File: config.mk
export PLATFORM = sky130hd
export DESIGN_NAME = cross_road_detector
export DESIGN_NICKNAME = d
export VERILOG_FILES = /design/src/rtl/cross_road_detector_pkg.sv /design/src/rtl/sensor_debounce.sv /design/src/rtl/cross_road_detector.sv
export SDC_FILE = /design/constraint.sdc
export NUM_CORES = 1
export LEC_CHECK = 0
export ABC_AREA = 1
export BUFFER_PORTS_ARGS = -buffer_cell sky130_fd_sc_hd__buf_2
export CAP_MARGIN = 20
export CORE_MARGIN = 2
export CORE_UTILIZATION = 53
export DETAILED_ROUTE_END_ITERATION = 6
export PLACE_DENSITY = 0.75
export SKIP_CTS_REPAIR_TIMING = 1
export SLEW_MARGIN = 5
export SYNTH_ARGS = -nofsm -noshare
export SYNTH_HDL_FRONTEND = slang
export SYNTH_SLANG_ARGS = --single-unit
File: constraint.sdc
create_clock -name clk -period 1.9 [get_ports clk]
set_input_delay 0.38 -clock clk [delete_from_list [all_inputs] [get_ports clk]]
set_output_delay 0.38 -clock clk [all_outputs]
set_load 0.05 [all_outputs]
File: src/rtl/cross_road_detector_pkg.sv
// Shared encodings for the cross-road request path: controller signal colours
// and the request FSM states.
package cross_road_detector_pkg;

    localparam logic [1:0] SIG_RED    = 2'b00;
    localparam logic [1:0] SIG_YELLOW = 2'b01;
    localparam logic [1:0] SIG_GREEN  = 2'b10;

    typedef enum logic [1:0] {
        ST_IDLE = 2'd0,
        ST_REQ  = 2'd1,
        ST_HOLD = 2'd2
    } req_state_e;

    function automatic logic is_green(input logic [1:0] sig);
        return (sig == SIG_GREEN);
    endfunction

endpackage

File: src/rtl/sensor_debounce.sv
// Two-flop synchroniser and run-length debouncer for the raw loop sensor;
// emits the clean level and a one-cycle pulse on each debounced rising edge.
module sensor_debounce #(
    parameter int DEBOUNCE = 4
) (
    input  logic clk,
    input  logic clear_n,
    input  logic sensor_raw,
    output logic deb,
    output logic arrival
);

    localparam int DCW = (DEBOUNCE > 1) ? $clog2(DEBOUNCE) : 1;
    localparam logic [DCW-1:0] DCNT_LAST = DCW'(DEBOUNCE - 1);

    logic           sync1_q;
    logic           sens_s_q;
    logic           deb_q;
    logic           deb_d;
    logic           deb_prev_q;
    logic [DCW-1:0] dcnt_q;
    logic [DCW-1:0] dcnt_d;

    // The level only flips after DEBOUNCE consecutive disagreeing samples;
    // any agreeing sample restarts the run.
    always_comb begin
        deb_d  = deb_q;
        dcnt_d = '0;
        if (sens_s_q != deb_q) begin
            if (dcnt_q == DCNT_LAST) begin
                deb_d = ~deb_q;
            end else begin
                dcnt_d = dcnt_q + DCW'(1);
            end
        end
    end

    always_ff @(posedge clk or negedge clear_n) begin
        if (!clear_n) begin
            sync1_q    <= 1'b0;
            sens_s_q   <= 1'b0;
            deb_q      <= 1'b0;
            deb_prev_q <= 1'b0;
            dcnt_q     <= '0;
        end else begin
            sync1_q    <= sensor_raw;
            sens_s_q   <= sync1_q;
            deb_q      <= deb_d;
            deb_prev_q <= deb_q;
            dcnt_q     <= dcnt_d;
        end
    end

    assign deb     = deb_q;
    assign arrival = deb_q & ~deb_prev_q;

endmodule

File: src/rtl/cross_road_detector.sv
// Cross-road vehicle detector: counts waiting vehicles from the debounced loop
// and green-light departures, and raises the request x with a minimum hold.
module cross_road_detector
    import cross_road_detector_pkg::*;
#(
    parameter int DEBOUNCE = 4,
    parameter int CNT_W    = 4,
    parameter int MIN_HOLD = 2
) (
    input  logic             clk,
    input  logic             clear_n,
    input  logic             sensor_raw,
    input  logic             depart,
    input  logic [1:0]       cross_road,
    output logic             x,
    output logic [CNT_W-1:0] queue_cnt,
    output logic             overflow
);

    localparam int HW = (MIN_HOLD > 1) ? $clog2(MIN_HOLD) : 1;
    localparam logic [HW-1:0]    HOLD_INIT = HW'(MIN_HOLD - 1);
    localparam logic [CNT_W-1:0] CNT_MAX   = '1;

    logic             deb_level;
    logic             arrival;
    logic             arrival_ok;
    logic             dep_ok;
    logic [CNT_W-1:0] cnt_q;
    logic [CNT_W-1:0] cnt_d;
    logic             ovf_q;
    logic             ovf_d;
    req_state_e       state_q;
    req_state_e       state_d;
    logic [HW-1:0]    hold_q;
    logic [HW-1:0]    hold_d;
    logic             x_q;

    sensor_debounce #(
        .DEBOUNCE (DEBOUNCE)
    ) u_sensor_debounce (
        .clk        (clk),
        .clear_n    (clear_n),
        .sensor_raw (sensor_raw),
        .deb        (deb_level),
        .arrival    (arrival)
    );

    // An arrival pulse is only ever meaningful while the clean level is high.
    assign arrival_ok = arrival & deb_level;
    assign dep_ok     = depart & is_green(cross_road);

    always_comb begin
        cnt_d = cnt_q;
        ovf_d = ovf_q;
        case ({arrival_ok, dep_ok})
            2'b10: begin
                if (cnt_q == CNT_MAX) begin
                    ovf_d = 1'b1;
                end else begin
                    cnt_d = cnt_q + CNT_W'(1);
                end
            end
            2'b01: begin
                if (cnt_q != '0) begin
                    cnt_d = cnt_q - CNT_W'(1);
                end
            end
            default: begin
            end
        endcase
    end

    // A new vehicle during HOLD re-enters REQ before the hold timer is considered.
    always_comb begin
        state_d = state_q;
        hold_d  = hold_q;
        case (state_q)
            ST_IDLE: begin
                if (cnt_q != '0) begin
                    state_d = ST_REQ;
                end
            end
            ST_REQ: begin
                if (cnt_q == '0) begin
                    state_d = ST_HOLD;
                    hold_d  = HOLD_INIT;
                end
            end
            ST_HOLD: begin
                if (cnt_q != '0) begin
                    state_d = ST_REQ;
                end else if (hold_q == '0) begin
                    state_d = ST_IDLE;
                end else begin
                    hold_d = hold_q - HW'(1);
                end
            end
            default: begin
                state_d = ST_IDLE;
                hold_d  = '0;
            end
        endcase
    end

    always_ff @(posedge clk or negedge clear_n) begin
        if (!clear_n) begin
            cnt_q   <= '0;
            ovf_q   <= 1'b0;
            state_q <= ST_IDLE;
            hold_q  <= '0;
            x_q     <= 1'b0;
        end else begin
            cnt_q   <= cnt_d;
            ovf_q   <= ovf_d;
            state_q <= state_d;
            hold_q  <= hold_d;
            x_q     <= (state_d != ST_IDLE);
        end
    end

    assign x         = x_q;
    assign queue_cnt = cnt_q;
    assign overflow  = ovf_q;

endmodule

==> impl_metrics.tcl <==
set metrics [dict create \
    r2r_cells 9 \
    htreeDepth 1 \
    total_power_w 0.00142 \
    synth_area_um2 752 \
    cp.arrival_ps 1720 \
    run_status "finished clean" \
    via_per_inst 5.09 \
    fin_crit_sh_pct 79.8 \
    wl_per_cell_um 11.3 \
    path_buf_inv 2 \
    min_to "u_sensor_debounce.sync1_q" \
    routed_wl_mm 1.21 \
    clockBufferDepth 2 \
    pwr-share-seq_pct 37.9 \
    drt_pass1_iterations 4 \
    antenna_found_initial 0 \
    synth_nets 84 \
    ys_ff_latch 15 \
    holdPathStages 1 \
    drtIter0Drc 13 \
    hold_path_class "in -> reg" \
    clock_sinks 15 \
    setup_slack_ps 384 \
    core_um2 1320 \
    r2r_slack_ps 380 \
    fp.dieW_um 41.7 \
    grt_max_degree 16 \
    diodes 0 \
    drv_cap 0 \
    use_met1_pct 19.5 \
    pwr-share-clk_pct 12.4 \
    yosys.cell_types.count 26 \
    hp-start "sensor_raw" \
    leakage_nw 0.455 \
    worstSetupPathType "reg -> reg" \
    cts_tree "yes" \
    ir_drop_v 0.000748 \
    crit_chain "nand2_2 -> nand3_1 -> nand2_1 -> inv_2 -> ha_1 -> inv_1 -> nand2_1 -> xor2_1 -> a21oi_1" \
    vias 545 \
    timing.rr.start "u_sensor_debounce.deb" \
    grt_pass1_wl_mm 2.10 \
    drc 0 \
    grt_pass1_vias 506 \
    fin_area_um2 862 \
    dp_hpwl_um 939 \
    fin_tns_setup_ps 0 \
    rows 13 \
    rsz0062_at_grt "no" \
    clock_latency_ps 280 \
    slew_violations 0 \
    place.gp.congestion 0.906 \
    endpoint_kind "flop" \
    setup_viol 0 \
    crit_family "simple AND/OR/NAND/NOR gates" \
    cp_slowest_cell "dfrtp_1" \
    use_met2_pct 25.6 \
    synth_warnings 0 \
    fmax_mhz 659 \
    slowest_delay_ps 420 \
    top_usage_layer "met2" \
    cp.required_ps 2110 \
    power_density_nw_per_um2 1650 \
    fin_crit_ps 1520 \
    ant_nets 0 \
    numCtsBuffers 3 \
    drive_gt1_share_pct 31.5 \
    die-area_um2 1740 \
    utilization_pct 65.4 \
    p_int_w 0.000739 \
    clk_pin_slew_ps 80 \
    ys_seq_area_share_pct 49.9 \
    grt_use_total_pct 16.1 \
    r2r-end "queue_cnt[2]" \
    comb_power_share_pct 49.7 \
    pin_count 12 \
    clk_root_buffer_cell "clkbuf_4" \
    start_kind "flop" \
    cp-startpoint "u_sensor_debounce.deb" \
    final_nets 101 \
    hold_viol_final 0 \
    synth_cells 76 \
    p_switching_w 0.000683 \
    area_growth_pct 14.6 \
    power.share.switching_pct 48.0 \
    relSlewSlack_pct 78.0 \
    grt.overflow.total 0 \
    path_common_cell "nand2_1" \
    worst_pin_slew_ps 330 \
    path_max_fanout 6 \
    fin_skew_ps 5.99 \
    start_util_pct 57.1 \
    post-place-ws_ps 291 \
    synth_area_per_cell_um2 9.89 \
    die_h_um 41.7 \
    grt.met3_usage_pct 5.22 \
    dpl_cell_area_um2 826 \
    port_buffers 11 \
]
[per-layer routing]
metal,routed length [µm],share of wire [%]
met1,558,46
met2,565,47
met3,62,5.1
met4,25,2.1
met5,0,0
[power groups by stage]
stage | clock, W | combinational, W | sequential, W
finish | 0.000176 | 0.000707 | 0.000539
global route | 0.000200 | 0.000793 | 0.000551
CTS | 0.000184 | 0.000710 | 0.000538
detailed placement | 0 | 0.000708 | 0.000545
global placement | 0 | 0.000688 | 0.000542
floorplan | 0 | 0.000405 | 0.000697
[cell families after synthesis]
| kind of cell | synth area share (%) |
|---|---|
| AND/OR/NAND/NOR | 24.3 |
| flip-flops | 49.9 |
| buffers and inverters | 6.99 |
| AO/OA/AOI/OAI | 9.32 |
| XOR/XNOR | 4.66 |
| adder cells (fa/ha/maj) | 3.33 |
| multiplexers | 1.50 |
[worst register-to-register path: stages, from the launching register on]
cell and delay (ps):
dfrtp_1 420, nand2_2 160, nand3_1 150, nand2_1 120, inv_2 40, ha_1 170, inv_1 50, nand2_1 60
xor2_1 160, a21oi_1 140
[synth_stat cells, drive strengths merged]
master | n | area [µm²]
o211ai | 1 | 7.51
nor2 | 5 | 37.5
nand3 | 5 | 25.0
dfrtp | 15 | 375
xnor2 | 1 | 8.76
ha | 2 | 25.0
a211oi | 1 | 7.51
xor2 | 3 | 26.3
nand4 | 2 | 18.8
o31ai | 1 | 7.51
nand2 | 16 | 90.1
o21ai | 3 | 26.3
nor3 | 1 | 5.00
a31oi | 1 | 6.26
inv | 14 | 52.6
or2 | 1 | 6.26
mux2 | 1 | 11.3
a21oi | 3 | 15.0
[how the worst max path moves through the flow]
stage | endpoint | slack (ps) | cells past startpoint
final | queue_cnt[2] | 380 | 9
after detailed placement | queue_cnt[2] | 290 | 11
after global placement | queue_cnt[2] | 350 | 11
after floorplan | queue_cnt[2] | 310 | 8
after global routing | queue_cnt[2] | 290 | 9
after CTS | queue_cnt[2] | 390 | 9
[layout make-up]
class	count	area (µm²)
fill	102	455
inverter	14	52.6
timing repair buffer	12	65.1
sequential	15	375
clock buffer	4	26.3
multi-input combinational	47	324
tap	15	18.8
[metrics by stage]
stage / std cells / hold slack (ps)
final: 107 / 203
after global routing: 107 / 188
after CTS: 106 / -15.7
after detailed placement: 102 / 295
after global placement: 102 / 291
after floorplan: 76 / 84.4
[placed cells by master, fill, tap and decap left out, types with 2 or more instances in the layout]
cell and n:
buf_2 11, inv_1 10, a21oi_1 3, nor2_1 3
nand3_1 5, inv_2 4, ha_1 2, dfrtp_1 15
nand2_1 10, nand2_2 3, nand2_4 3, xor2_1 3
clkbuf_4 3
[flip-flops by register name, summed over array words and instances, names as in the netlist]
name,count
hold_q,1
u_sensor_debounce.sens_s_q,1
x,1
u_sensor_debounce.sync1_q,1
overflow,1
u_sensor_debounce.deb_prev_q,1
u_sensor_debounce.dcnt_q,2
queue_cnt,4
state_q,2
u_sensor_debounce.deb,1
No activity file was read; power rests on OpenSTA's default activity.
